**src/rtl/run_sequencer_pkg.sv**
```systemverilog
// Shared types and constants for the benchmark run sequencer.
package run_sequencer_pkg;

  // Run controller states.
  typedef enum logic [2:0] {
    IDLE    = 3'd0,
    RST     = 3'd1,
    RUN     = 3'd2,
    DONE    = 3'd3,
    TIMEOUT = 3'd4
  } run_state_t;

  // Program ROM select encodings for the mux above the cores.
  localparam logic [1:0] PROG_INT2FLOAT = 2'd0;
  localparam logic [1:0] PROG_FLOAT2INT = 2'd1;
  localparam logic [1:0] PROG_FLOATADD  = 2'd2;

  localparam int unsigned DEFAULT_MAX_CYCLES = 20000;

  // Reset-length counter width; covers RST_CYCLES up to 15.
  localparam int unsigned RST_CNT_W = 4;

endpackage

```
**src/rtl/run_sequencer_stall_detect.sv**
```systemverilog
// PC stall detector: counts consecutive RUN cycles with an unchanged PC and
// flags the cycle on which the count reaches STALL_LIMIT.
module stall_detect #(
  parameter int unsigned IW          = 8,
  parameter int unsigned STALL_LIMIT = 64
) (
  input  logic          clk,
  input  logic          reset,
  input  logic          en,
  input  logic [IW-1:0] pc,
  output logic          hit_c
);
  localparam int unsigned SW = $clog2(STALL_LIMIT + 1);

  logic [IW-1:0] prev_pc;
  logic [SW-1:0] stall_cnt;
  logic          same_c;

  assign same_c = (pc == prev_pc);

  // Track previous PC; count stalled cycles while enabled, saturating at the limit.
  always_ff @(posedge clk) begin
    if (reset) begin
      prev_pc   <= '0;
      stall_cnt <= '0;
    end else begin
      prev_pc <= pc;
      if (!en || !same_c) begin
        stall_cnt <= '0;
      end else if (stall_cnt != SW'(STALL_LIMIT)) begin
        stall_cnt <= stall_cnt + SW'(1);
      end
    end
  end

  assign hit_c = en && same_c && (stall_cnt == SW'(STALL_LIMIT - 1));

endmodule

```
**src/rtl/run_sequencer.sv**
```systemverilog
// Benchmark run sequencer: holds the CPU core in reset, releases it for one
// run, counts RUN cycles, and ends the run on done, timeout or abort.
// Optional: define HANG_DETECT_EN to build PC-stall hang detection.
module run_sequencer
  import run_sequencer_pkg::*;
#(
  parameter int unsigned RST_CYCLES  = 2,
  parameter int unsigned CW          = 16,
  parameter int unsigned MAX_CYCLES  = DEFAULT_MAX_CYCLES,
  parameter int unsigned IW          = 8,
  parameter int unsigned STALL_LIMIT = 64
) (
  input  logic          clk,
  input  logic          reset,
  input  logic          start,
  input  logic          abort,
  input  logic [1:0]    prog_sel,
  input  logic          cpu_done,
  input  logic [IW-1:0] cpu_pc,
  output logic          cpu_reset,
  output logic [1:0]    prog_sel_q,
  output logic          busy,
  output logic          finished,
  output logic          timed_out,
  output logic          hung,
  output logic [CW-1:0] cycle_count
);

  run_state_t           state_q, state_d;
  logic [RST_CNT_W-1:0] rst_cnt_q, rst_cnt_d;
  logic [CW-1:0]        cycle_count_d;
  logic [1:0]           prog_sel_d;
  logic                 cpu_reset_d;
  logic                 hung_d;
  logic                 stall_hit_c;

`ifdef HANG_DETECT_EN
  stall_detect #(
    .IW          (IW),
    .STALL_LIMIT (STALL_LIMIT)
  ) u_stall_detect (
    .clk   (clk),
    .reset (reset),
    .en    (state_q == RUN),
    .pc    (cpu_pc),
    .hit_c (stall_hit_c)
  );
`else
  logic unused_cfg;
  assign unused_cfg  = ^{cpu_pc, 32'(STALL_LIMIT)};
  assign stall_hit_c = 1'b0;
`endif

  // State register and registered outputs.
  always_ff @(posedge clk) begin
    if (reset) begin
      state_q     <= IDLE;
      rst_cnt_q   <= '0;
      cycle_count <= '0;
      prog_sel_q  <= '0;
      cpu_reset   <= 1'b1;
      hung        <= 1'b0;
    end else begin
      state_q     <= state_d;
      rst_cnt_q   <= rst_cnt_d;
      cycle_count <= cycle_count_d;
      prog_sel_q  <= prog_sel_d;
      cpu_reset   <= cpu_reset_d;
      hung        <= hung_d;
    end
  end

  // Next-state and next-output logic; abort beats start, done beats timeout.
  always_comb begin
    state_d       = state_q;
    rst_cnt_d     = rst_cnt_q;
    cycle_count_d = cycle_count;
    prog_sel_d    = prog_sel_q;
    hung_d        = hung;

    unique case (state_q)
      IDLE, DONE, TIMEOUT: begin
        if (start) begin
          prog_sel_d    = prog_sel;
          cycle_count_d = '0;
          hung_d        = 1'b0;
          rst_cnt_d     = RST_CNT_W'(RST_CYCLES - 1);
          state_d       = RST;
        end
      end
      RST: begin
        if (abort) begin
          state_d = IDLE;
        end else if (rst_cnt_q == '0) begin
          state_d = RUN;
        end else begin
          rst_cnt_d = rst_cnt_q - RST_CNT_W'(1);
        end
      end
      RUN: begin
        if (abort) begin
          state_d = IDLE;
        end else if (cpu_done) begin
          state_d = DONE;
        end else begin
          cycle_count_d = cycle_count + CW'(1);
          if ((cycle_count == CW'(MAX_CYCLES - 1)) || stall_hit_c) begin
            state_d = TIMEOUT;
          end
          hung_d = stall_hit_c;
        end
      end
      default: state_d = IDLE;
    endcase

    // Core runs in RUN and stays out of reset in DONE for post-run inspection.
    cpu_reset_d = !((state_d == RUN) || (state_d == DONE));
  end

  assign busy      = (state_q == RST) || (state_q == RUN);
  assign finished  = (state_q == DONE);
  assign timed_out = (state_q == TIMEOUT);

endmodule

```
**config.mk**
```make
export PLATFORM = sky130hd
export DESIGN_NAME = run_sequencer
export DESIGN_NICKNAME = d
export VERILOG_FILES = /design/src/rtl/run_sequencer_pkg.sv /design/src/rtl/run_sequencer_stall_detect.sv /design/src/rtl/run_sequencer.sv
export SDC_FILE = /design/constraint.sdc
export NUM_CORES = 1
export LEC_CHECK = 0
export ABC_AREA = 1
export BUFFER_PORTS_ARGS = -buffer_cell sky130_fd_sc_hd__clkbuf_2
export CORE_MARGIN = 1
export CORE_UTILIZATION = 58
export CTS_BUF_LIST = sky130_fd_sc_hd__clkbuf_2 sky130_fd_sc_hd__clkbuf_4 sky130_fd_sc_hd__clkbuf_8
export CTS_CLUSTER_SIZE = 14
export DETAILED_ROUTE_END_ITERATION = 8
export GPL_TIMING_DRIVEN = 1
export PLACE_DENSITY = 0.85
export RECOVER_POWER = 50
export SYNTH_ARGS = -nofsm -noshare
export SYNTH_HDL_FRONTEND = slang
export SYNTH_SLANG_ARGS = --single-unit
```
**constraint.sdc**
```tcl
create_clock -name clk -period 3 [get_ports clk]
set_clock_uncertainty 0.1 [all_clocks]
set_input_delay 0.6 -clock clk [delete_from_list [all_inputs] [get_ports clk]]
set_output_delay 0.6 -clock clk [all_outputs]
set_load 0.01 [all_outputs]
```
# Word-level counts from Yosys, hierarchy flattened
# Cells that the tools add are included.
dict set report totals {
  register_bits 27
  in_bits 15
  output_inout_bits 23
}
dict set report op_classes {
  addsub 2
  n_eq_ne 12
  muxes 19
  n_reduce_logical 11
}
# op n
set op_table {}
lappend op_table {{2-to-1 mux 16 bit} 3}
lappend op_table {{one-hot mux 16 bit (2 select lines)} 1}
lappend op_table {{2-to-1 mux 3 bit} 6}
lappend op_table {{adder 16 x 1 -> 16 bit, second input constant} 1}
lappend op_table {{== test 16 x 15 -> 1 bit, second input constant} 1}
lappend op_table {{== test 3 x 2 -> 1 bit, second input constant} 4}
lappend op_table {{2-to-1 mux 4 bit} 3}
lappend op_table {{inequality test 2 bit, second input constant} 5}
lappend op_table {{one-hot mux 3 bit (3 select lines)} 1}
lappend op_table {{one-hot mux 4 bit (2 select lines)} 1}
lappend op_table {{AND reduction 4 bit} 2}
lappend op_table {{zero test 4 bit} 1}
lappend op_table {{nonzero test 2 bit} 2}
lappend op_table {{subtractor 4 x 1 -> 4 bit, second input constant} 1}
lappend op_table {{== test 3 x 1 -> 1 bit, second input constant} 1}
lappend op_table {{== test 3 bit, second input constant} 1}
lappend op_table {{zero test 3 bit} 1}
lappend op_table {{2-to-1 mux 1 bit} 3}
lappend op_table {{OR reduction 3 bit} 1}
lappend op_table {{logical OR 1 bit} 2}
lappend op_table {{one-hot mux 1 bit (2 select lines)} 1}
lappend op_table {{AND reduction 2 bit} 1}
lappend op_table {{zero test 1 bit} 1}

# Depth between registers and ports, before layout
dict set report depth {
  ltp_word 8
  ltp_mapped 11
}

# Worst setup path before layout
# No wires, ideal clock.
dict set report synth_path {
  path_kind {reg2out}
  start {register state_q[0]}
  end {output port busy}
  t_arrival_ns 0.814
  setup_slack_ns 1.486
  stages_incl_launch_ff 5
  cell_sequence {dfxtp_1 > inv_1 > nor3_2 > inv_1 > nand2_1}
}
dict set report synth_via {
  elab_chain_len 2
  elab_cells_between_ends 3
  classes_between {eq/ne (2); reduce/logical (1)}
}
# item line_no
set synth_rtl {}
lappend synth_rtl {{start, declared} run_sequencer.sv:29} ;# run_state_t state_q, state_d;
lappend synth_rtl {{start signal, assigned} run_sequencer.sv:64} ;# state_q <= state_d;
lappend synth_rtl {{== test 3 x 1 -> 1 bit or == test 3 x 2 -> 1 bit (tied branches)} run_sequencer.sv:120} ;# assign busy = (state_q == RST) || (state_q == RUN);
lappend synth_rtl {{logical OR 1 bit *} run_sequencer.sv:120}
lappend synth_rtl {{end, declared} run_sequencer.sv:22} ;# output logic busy,
# Mark *: on every way between the ends. The rest lies on a longest branch, timed or not.

# Worst setup path in the final report
# Same ends and word-level chain as after synthesis.

==> impl_metrics.csv <==
group,metric,value,unit
grt,grt_pass1_vias,1181,
timing,hold_viol,0,
grt,grt_use_total,23.41,%
setup_path,cp_cell_sequence,"inv_1 > nor3_1 > inv_1 > nand2_1 > clkbuf_2",
die,io_pins,38,
setup_path,critPathArrivalTime,1.51,ns
grt,grt_overflow,0,
final_layout,layout_common_cells,"nand2_1, inv_1, nor2_1",
route,ant_nets,0,
timing,fin_crit,2.215,ns
setup_path,rrSetupSlack,1.03,ns
die,coreArea,2297,um^2
route,drtIter0Drc,33,
setup_path,reg2reg_depth,9,
route,routedWlPerCell,10.55,um
place,place.gp.congestion,0.7963,
clock_tree,worstSkewPairLatency,0.33,ns
route,drt_wl_total,2.911,mm
place,io_buffers,28,
run_status,status,"completed",
timing,maxSlewViolCount,0,
setup_path,critical-path-max-stage-delay,0.37,ns
final_layout,syn2layout_area_growth,7.946,%
clock_tree,cts_resized,0,
hold_path,min-delay-start,"rst_cnt_q[0]$_SDFFE_PP0P_",
final_layout,drive_gt1_share,14.11,%
final_layout,nFillCells,219,
timing,worst_pin_slew,0.5433,ns
job,cap_violations,0,
synthesis,yosysUniqueCellTypes,27,
clock_tree,clockBufferDepth,2,
setup_path,cp.required,2.30,ns
final_layout,layout_commonest_cell,"nand2_1",
synthesis,synth_seq_area_share,35.16,%
grt,grt_max_degree,17,
setup_path,critPathMostFrequentCell,"inv_1",
setup_path,r2r-start,"state_q[0]$_SDFF_PP0_",
route,drc,0,
synthesis,synth_fp_nets,237,
die,row_count,17,
grt,top_usage_layer,"met2",
grt,grt.met1_usage,30.89,%
clock_tree,clk_pin_slew,0.14,ns
grt,antenna_found_initial,0,
setup_path,slowest_stage,"dfxtp_1",
timing,timing.final.ws_setup,0.7851,ns
setup_path,worstSetupPathType,"reg -> out",
route,dr_total_vias,1368,
grt,grt_use_met3,2.609,%
synthesis,synth_top_area_share,35.16,%
die,dieArea,2758,um^2
clock_tree,numCtsBuffers,3,
grt,grt.met2_usage,38.61,%
clock_tree,cts_tree,"yes",
power,power_density,406.3,nW/um^2
synthesis,synthCells,219,
die,die_h,52.52,um
clock_tree,clkSinkCount,26,
synthesis,synth_top_cell_by_area,"dfxtp_1",
die,initial_core_util,64.43,%
power,ir_drop,344.6,uV
clock_tree,postCtsSetupRepairBufs,0,
grt,grt_pass1_wl,4.767,mm
setup_path,reg2reg_to,"cycle_count[11]$_SDFFE_PP0P_",
route,drt_first_pass_iters,4,
power,leakage,0.8218,nW
die,die_w,52.52,um
clock_tree,cts.hold.buffers_added,0,
timing,grt_setup_unrepaired,"no",
synthesis,yosys_warnings,0,
timing,fin_tns_setup,0,ns
place,place_ws,1.300,ns
final_layout,nets,267,
timing,maxSlewHeadroom,63.69,%
synthesis,syn-mean-instance-area,6.759,um^2
clock_tree,htreeDepth,1,
final_layout,n_antenna_cell,0,
hold_path,hold_depth,2,
timing,fin_crit_sh,73.83,%
timing,max_freq,0.4515,GHz
place,hpwlAfterDp,2.184,mm
setup_path,worst-path-max-fanout,5,
hold_path,hold_path_class,"reg -> reg",
synthesis,syn-cell-area,1480,um^2
timing,setup_viol,0,
synthesis,synthTopCellsByArea,"dfxtp_1, nand2_1, inv_1",
setup_path,critPathLaunchType,"flip-flop",
synthesis,ys_seq_elements,26,
route,viasPerCell,4.957,
hold_path,holdPathEnd,"rst_cnt_q[0]$_SDFFE_PP0P_",
setup_path,cp-end-kind,"output pin",
clock_tree,cts-root-buf,"clkbuf_4",
-- stage by stage --
stage                     cell area (um^2)  hold slack (ns)  total power [mW]  util [%]  std cells
after detailed placement              1622           0.3578            0.4822     70.59        272
after floorplan                       1480           0.3376            0.4616         -        219
after global placement                1622           0.3532            0.4794     70.59        272
after global routing                  1598           0.4147            0.6784     69.55        276
final                                 1598           0.3755            0.6491     69.55        276
after CTS                             1658           0.3767            0.6613     72.17        276
-- registers in the layout, summed over array words and instances (netlist names) --
signal       cells
cycle_count     16
rst_cnt_q        4
prog_sel_q       2
state_q          3
cpu_reset        1
-- cell usage after synthesis --
| master | n |
|---|---|
| conb_1 | 1 |
| o21bai_1 | 2 |
| ha_1 | 3 |
| nand3_1 | 8 |
| nand3_2 | 4 |
| nand2_2 | 4 |
| buf_4 | 1 |
| nor3b_1 | 1 |
| nand2_4 | 2 |
| o21ai_2 | 1 |
| nand2_1 | 50 |
| nand4_1 | 3 |
| nor3_4 | 1 |
| inv_2 | 2 |
| o21ai_1 | 6 |
| nor2_1 | 36 |
| nor3_1 | 3 |
| buf_8 | 1 |
| a211oi_1 | 1 |
| nor3_2 | 1 |
| dfxtp_1 | 26 |
| nand2_8 | 2 |
| o21ai_0 | 6 |
| xor2_1 | 2 |
| a21oi_1 | 15 |
| buf_6 | 1 |
| inv_1 | 36 |
-- kinds of logic (layout without fill, tap and decap cells) --
| logic type | Yosys count | after routing | synth area share (%) |
|---|---|---|---|
| AND/OR/NAND/NOR | 115 | 115 | 37.70 |
| other | 1 | 1 | 0.2533 |
| adder cells (fa/ha/maj) | 3 | 3 | 2.536 |
| XOR/XNOR | 2 | 2 | 1.184 |
| buffers and inverters | 41 | 70 | 11.92 |
| flip-flops | 26 | 26 | 35.16 |
| AO/OA/AOI/OAI | 31 | 31 | 11.24 |
-- worst max-delay path by stage --
stage | start | to | cells after the start
3_3_place_gp | reset | cycle_count[8]$_SDFFE_PP0P_ | 8
6_report | state_q[0]$_SDFF_PP0_ | busy | 5
5_1_grt | state_q[0]$_SDFF_PP0_ | busy | 5
3_5_place_dp | reset | cycle_count[8]$_SDFFE_PP0P_ | 8
2_1_floorplan | state_q[0]$_SDFF_PP0_ | busy | 4
4_1_cts | state_q[0]$_SDFF_PP0_ | busy | 5
-- power by group --
part	total, mW	leakage, nW	internal (mW)	switching [mW]
sequential	0.362	0.211	0.356	0.00605
clock	0.186	0.0210	0.0744	0.111
combinational	0.102	0.590	0.0328	0.0690
-- worst max-delay path, delay by kind of cell (launching register included) --
kind                   cells  cell delay [ns]
and+or+nand+nor            2             0.44
DFF                        1             0.37
buffers and inverters      3             0.37
-- routing by layer --
metal  share of wire, %  up-vias
li1                   -      739
met1                 49      596
met2                 45       29
met3                4.5        4
met4                1.0        0
met5                  0        -
-- cell type report --
cell class	count	area [um^2]	share of cell area (%)
flip-flops and latches	26	520.5	32.58
repair buffers	28	131.4	8.222
multi-input cells	152	732.0	45.81
clock buffers	4	36.28	2.271
inverters	38	142.6	8.927
well taps	28	35.03	2.193
Note: power is estimated with default switching activity, not from simulation.
